===== config.mk =====
export PLATFORM = sky130hd
export DESIGN_NAME = cnna_prod_accum_19
export DESIGN_NICKNAME = d
export VERILOG_FILES = /design/src/rtl/cnna_prod_accum_19.sv
export SDC_FILE = /design/constraint.sdc
export NUM_CORES = 1
export LEC_CHECK = 0
export BUFFER_PORTS_ARGS = -buffer_cell sky130_fd_sc_hd__buf_2
export CAP_MARGIN = 10
export CORE_ASPECT_RATIO = 0.8
export CORE_MARGIN = 10
export CORE_UTILIZATION = 55
export CTS_CLUSTER_DIAMETER = 100
export CTS_CLUSTER_SIZE = 10
export DETAILED_ROUTE_END_ITERATION = 16
export PLACE_DENSITY_LB_ADDON = 0.2
export SYNTH_ARGS = -nofsm -noshare
export SYNTH_HDL_FRONTEND = slang
export SYNTH_SLANG_ARGS = --single-unit

===== constraint.sdc =====
create_clock -name ap_clk -period 3 [get_ports ap_clk]
set_input_delay 0.15 -clock ap_clk [delete_from_list [all_inputs] [get_ports ap_clk]]
set_output_delay 0.15 -clock ap_clk [all_outputs]
set_load 0.005 [all_outputs]

===== src/rtl/cnna_prod_accum_19.sv =====
// Streaming accumulator that sums cfg_len unsigned 19-bit products and hands the total out on a valid/ready port.
// Build option: define CNNA_ACCUM_SAT_EN to clamp the sum at full scale instead of wrapping.
module cnna_prod_accum_19 #(
  parameter int ACC_WIDTH = 32,
  parameter int LEN_WIDTH = 16
) (
  input  logic                 ap_clk,
  input  logic                 ap_rst,
  input  logic                 start,
  input  logic [LEN_WIDTH-1:0] cfg_len,
  output logic                 busy,
  input  logic [18:0]          in_prod,
  input  logic                 in_valid,
  output logic                 in_ready,
  output logic [ACC_WIDTH-1:0] out_data,
  output logic                 out_valid,
  input  logic                 out_ready
);

  localparam logic [1:0] ST_IDLE   = 2'd0;
  localparam logic [1:0] ST_ACCUM  = 2'd1;
  localparam logic [1:0] ST_OUTPUT = 2'd2;

  logic [1:0]           r_state;
  logic [ACC_WIDTH-1:0] r_acc;
  logic [LEN_WIDTH-1:0] r_remaining;
  logic [ACC_WIDTH-1:0] r_out_data;

  logic [ACC_WIDTH-1:0] w_acc_add;
  logic                 w_last;
  logic                 w_len_zero;

`ifdef CNNA_ACCUM_SAT_EN
  // One extra bit catches the carry; a clamped acc keeps clamping on every later add.
  logic [ACC_WIDTH:0] w_sum_wide;
  assign w_sum_wide = {1'b0, r_acc} + (ACC_WIDTH+1)'(in_prod);
  assign w_acc_add  = w_sum_wide[ACC_WIDTH] ? {ACC_WIDTH{1'b1}} : w_sum_wide[ACC_WIDTH-1:0];
`else
  assign w_acc_add = r_acc + ACC_WIDTH'(in_prod);
`endif

  assign w_last     = (r_remaining == LEN_WIDTH'(1));
  assign w_len_zero = (cfg_len == '0);

  always_ff @(posedge ap_clk or posedge ap_rst) begin
    if (ap_rst) begin
      r_state     <= ST_IDLE;
      r_acc       <= '0;
      r_remaining <= '0;
      r_out_data  <= '0;
    end else begin
      case (r_state)
        ST_IDLE: begin
          if (start) begin
            r_acc <= '0;
            if (w_len_zero) begin
              r_out_data <= '0;
              r_state    <= ST_OUTPUT;
            end else begin
              r_remaining <= cfg_len;
              r_state     <= ST_ACCUM;
            end
          end
        end
        ST_ACCUM: begin
          if (in_valid) begin
            r_acc       <= w_acc_add;
            r_remaining <= r_remaining - LEN_WIDTH'(1);
            // Result is captured with the final beat so out_data is ready as OUTPUT begins.
            if (w_last) begin
              r_out_data <= w_acc_add;
              r_state    <= ST_OUTPUT;
            end
          end
        end
        ST_OUTPUT: begin
          if (out_ready) begin
            r_state <= ST_IDLE;
          end
        end
        default: r_state <= ST_IDLE;
      endcase
    end
  end

  assign busy      = (r_state != ST_IDLE);
  assign in_ready  = (r_state == ST_ACCUM);
  assign out_valid = (r_state == ST_OUTPUT);
  assign out_data  = r_out_data;

endmodule


Word-level counts from Yosys, hierarchy flattened
Index checks and enable logic that the tools add are counted.

storage, ports and cells
  input bits = 40
  flip-flop bits (word level) = 82
  word-level logic and storage cells = 41
  output and inout port bits = 35

operators by class
  add/subtract/negate cells = 2
  equal/unequal tests = 9
  reduce and logical (&&, ||, !) cells = 8
  multiplexer cells = 18

operator list
  operator                                                count
  two-way mux 32 bit                                      6
  case mux 32 bit (2 select lines)                        2
  two-way mux 16 bit                                      3
  adder 32 x 19 -> 32 bit                                 1
  case mux 16 bit (2 select lines)                        1
  == test 16 x 1 -> 1 bit (second input constant)         1
  zero test 16 bit                                        1
  subtractor 16 x 1 -> 16 bit (second input constant)     1
  two-way mux 2 bit                                       5
  inequality test 2 bit (second input constant)           4
  AND reduction 4 bit                                     2
  case mux 2 bit (3 select lines)                         1
  AND reduction 5 bit                                     1
  inequality test 2 x 1 -> 1 bit (second input constant)  2
  nonzero test 2 bit                                      2
  AND reduction 3 bit                                     1
  == test 2 x 1 -> 1 bit (second input constant)          1
  == test 2 bit (second input constant)                   1
  zero test 2 bit                                         1

Depth between registers and ports, before layout
  depth after elaboration = 4
  depth in mapped cells = 10
  gate-level depth less buffers = 10

Least setup slack after synthesis
Ideal clock, no wire load.

  kind = reg-to-reg
  from = register r_acc[0]
  to = register r_acc[24]
  data arrival time = 2.379 ns
  setup time = 0.069 ns
  slack = 0.552 ns
  cell stages (with the launch flop) = 11
  path buffers = 0
  path through = dfrtp_1 > ha_1 > inv_1 > fa_1 > nor2b_1 > o2111ai_1 > a21o_1 > a31oi_2 > o21ai_1 > or4_1 > nand3_1

on the way
  cells in the longest elaborated chain, start to end = 3

ends and longest elaborated chain
  element                           RTL line  RTL
  start: declaration                25        logic [ACC_WIDTH-1:0] r_acc;
  start signal: assignment          67        r_acc <= w_acc_add;
  adder 32 x 19 -> 32 bit           39        assign w_acc_add = r_acc + ACC_WIDTH'(in_prod);
  two-way mux 32 bit                66        if (in_valid) begin
  case mux 32 bit (2 select lines)  52        case (r_state)

No other way between the ends. The select of a mux whose other input is x is not followed.
A chain may end at the register's enable or synchronous reset.

Final worst setup path
Ends and elaborated chain as after synthesis.

==> flow_metrics.env <==
export IMPL_yosysSeqAreaShare_pct=41.6
export IMPL_via_per_inst=6.04
export IMPL_die_area_mm2=0.0132
export IMPL_hold_class="in -> reg"
export IMPL_firstDrtPassIters=5
export IMPL_hold_path_depth=3
export IMPL_ant_nets=0
export IMPL_synth_top_area_share_pct=41.6
export IMPL_synth_cell_types=56
export IMPL_io_pins=75
export IMPL_chipWidth_um=126
export IMPL_critical_path_class="reg -> reg"
export IMPL_n_fill_cell=755
export IMPL_finalHoldViolCount=0
export IMPL_core_mm2=0.00860
export IMPL_gr_usage_met3_pct=5.30
export IMPL_postSynth_asyncResetShare_pct=100
export IMPL_drv_slew=0
export IMPL_ys_top_cells_by_area="dfrtp_1, nand2_1, o21ai_0, ha_1, a21oi_1"
export IMPL_clock_skew_ns=0.00968
export IMPL_r2r_setup_slack_ns=0.23
export IMPL_setup_tns_ns=0
export IMPL_start_util_pct=57.4
export IMPL_slew_headroom_pct=59.1
export IMPL_cts_tree="built"
export IMPL_crit_path_top_delay_cell="or4_1"
export IMPL_grt_max_degree=83
export IMPL_cts_reportedPaths_clkPinSlew_ns=0.09
export IMPL_critical_path_max_fanout=7
export IMPL_synth_cells=581
export IMPL_area_delta_synth_final_pct=14.0
export IMPL_wl_per_cell_um=16.9
export IMPL_power_density_mw_per_mm2=982
export IMPL_layout_setup_ws_ns=0.230
export IMPL_grt_first_pass_wirelength_um=21400
export IMPL_synth_edf_count=0
export IMPL_fin_crit_ns=2.77
export IMPL_synth_top_area_cell="dfrtp_1"
export IMPL_worstHoldEndpoint="r_remaining[1]"
export IMPL_grt_pass1_vias=4319
export IMPL_grt_most_used_layer="met2"
export IMPL_ys_ff_latch=82
export IMPL_grt_total_usage_pct=19.0
export IMPL_root_buffer="clkbuf_8"
export IMPL_critPathBufInv=1
export IMPL_cts_repair_resized=0
export IMPL_hold_slack_ns=0.0761
export IMPL_dr_first_iter_drc_count=363
export IMPL_fmax_mhz=361
export IMPL_r2r_end="r_acc[24]"
export IMPL_drv_cap=0
export IMPL_grt_antenna_before_repair=0
export IMPL_reg2reg_from="r_acc[0]"
export IMPL_drc=0
export IMPL_use_met2_pct=28.7
export IMPL_instances_no_fill=760
export IMPL_pre_cts_slack_ns=0.355
export IMPL_rsz0062_at_grt="false"
export IMPL_crit_required_ns=3.31
export IMPL_num_vias=4589
export IMPL_cts_buffers_inserted=9
export IMPL_insertion_delay_ns=0.37
export IMPL_syn_nets=643
export IMPL_clock_sinks=82
export IMPL_vdd_drop_max_mv=0.469
export IMPL_worstHoldStart="cfg_len[1]"
export IMPL_power_leakage_nw=2.64
export IMPL_arrival_ns=3.08
export IMPL_use_met1_pct=26.4
export IMPL_netlist_area_mm2=0.00493
export IMPL_synth_avg_cell_area_um2=8.49
export IMPL_synth_most_common_cell="nand2_1"
export IMPL_synthFlopType="dfrtp_1"
export IMPL_nets=705
export IMPL_worstMarginPinSlew_ns=0.613
export IMPL_cp_top_family="simple AND/OR/NAND/NOR gates"
export IMPL_crit_chain="ha_1, inv_1, fa_1, nor2b_1, o2111ai_1, a21o_1, a31oi_2, o21ai_1, or4_1, nand3_1"
export IMPL_chipHeight_um=105
export IMPL_worst_path_largest_cell_delay_ns=0.52
export IMPL_start_kind="register"
export IMPL_yosysWarnings=0
export IMPL_cts_buffer_depth=2
export IMPL_endpoint_kind="register"
export IMPL_rows=30
export IMPL_drt_wl_total_um=12900
export IMPL_post_route_period_util_pct=92.3
export IMPL_r2r_cells=10
export IMPL_routabilityCongestion=0.937
export IMPL_dpl_cell_count=743
export IMPL_synth_common_cells="nand2_1, dfrtp_1, o21ai_0"
export IMPL_dpl_hpwl_um=9310
export IMPL_final_setup_viol_count=0
export IMPL_final_layout_size_suffix_gt1_share_pct=17.4
export IMPL_cts_htree_levels=3
export IMPL_outcome="finished, final reports clean"
export IMPL_overflow=0
export IMPL_port_buffers=74
export IMPL_diodes=0
-- flip-flops by register name (all words and copies together) (netlist names) --
register,cells
out_data,32
r_acc,32
r_remaining,16
r_state,2
-- how the worst max path moves through the flow --
stage                   from         to  slack [ns]  cells after the start
floorplan           r_acc[0]  r_acc[24]        0.55                     10
global placement    r_acc[0]  r_acc[24]        0.51                     10
detailed placement  r_acc[0]  r_acc[24]        0.36                     10
CTS                 r_acc[0]  r_acc[24]        0.26                     10
global route        r_acc[0]  r_acc[24]        0.09                     10
finish              r_acc[0]  r_acc[24]        0.23                     10
-- layout make-up --
cell class                 count  area, um2  share of cell area (%)
tap                          112        140                    2.49
clock inverter                 7       93.8                    1.67
clock buffer                   9        124                    2.20
multi-input combinational    445       2670                    47.4
timing repair buffer          86        475                    8.45
sequential                    82       2050                    36.5
inverter                      19       72.6                    1.29
-- power by group --
part / internal (mW) / total [mW] / switching (mW)
combinational: 1.06 / 2.84 / 1.78
sequential: 1.49 / 1.79 / 0.299
clock: 0.467 / 0.895 / 0.428
total: 3.02 / 5.52 / 2.51
-- metrics by stage --
stage               util [%]  total power, mW  area, um2
finish                  65.4             5.52       5630
floorplan                  -             3.81       4930
detailed placement      62.8             4.61       5400
global placement        62.8             4.53       5400
global route            65.4             5.98       5630
CTS                     65.4             5.53       5630
-- logic make-up after synthesis --
| family | Yosys count | share of synthesized area, % |
|---|---|---|
| buf+inv | 54 | 4.34 |
| simple gates | 200 | 19.3 |
| xor+xnor | 27 | 4.79 |
| flops | 82 | 41.6 |
| mux | 3 | 0.634 |
| compound gates | 193 | 23.6 |
| fa+ha+maj | 22 | 5.73 |
-- what timing repair did --
item	4_1_cts	5_1_grt
buffers inserted	0	0
hold buffers	1	0
endpoints found under the hold margin	82	0
-- placed cells by master (no fill, tap or decap), types with 12 or more instances in the layout --
cell type / netlist / final
buf_2: 3 / 74
dfrtp_1: 82 / 82
nand3_1: 19 / 19
nand2_1: 88 / 88
inv_1: 19 / 18
nor2_1: 35 / 35
a21oi_1: 47 / 47
ha_1: 21 / 21
or3_1: 13 / 13
o31ai_1: 21 / 21
xor2_1: 12 / 12
o21ai_0: 59 / 59
xnor2_1: 15 / 15
-- tightest hold or removal path: stages --
cell	delay [ns]
buf_2	0.09
a211oi_1	0.05
a21oi_1	0.12
-- layer usage --
layer  vias to the layer above  part of all wire [%]
met4                         0                  0.89
li1                       2212                     -
met2                       157                    44
met3                        15                   7.2
met5                         -                     0
met1                      2205                    47
No activity file was read; power rests on OpenSTA's default activity.
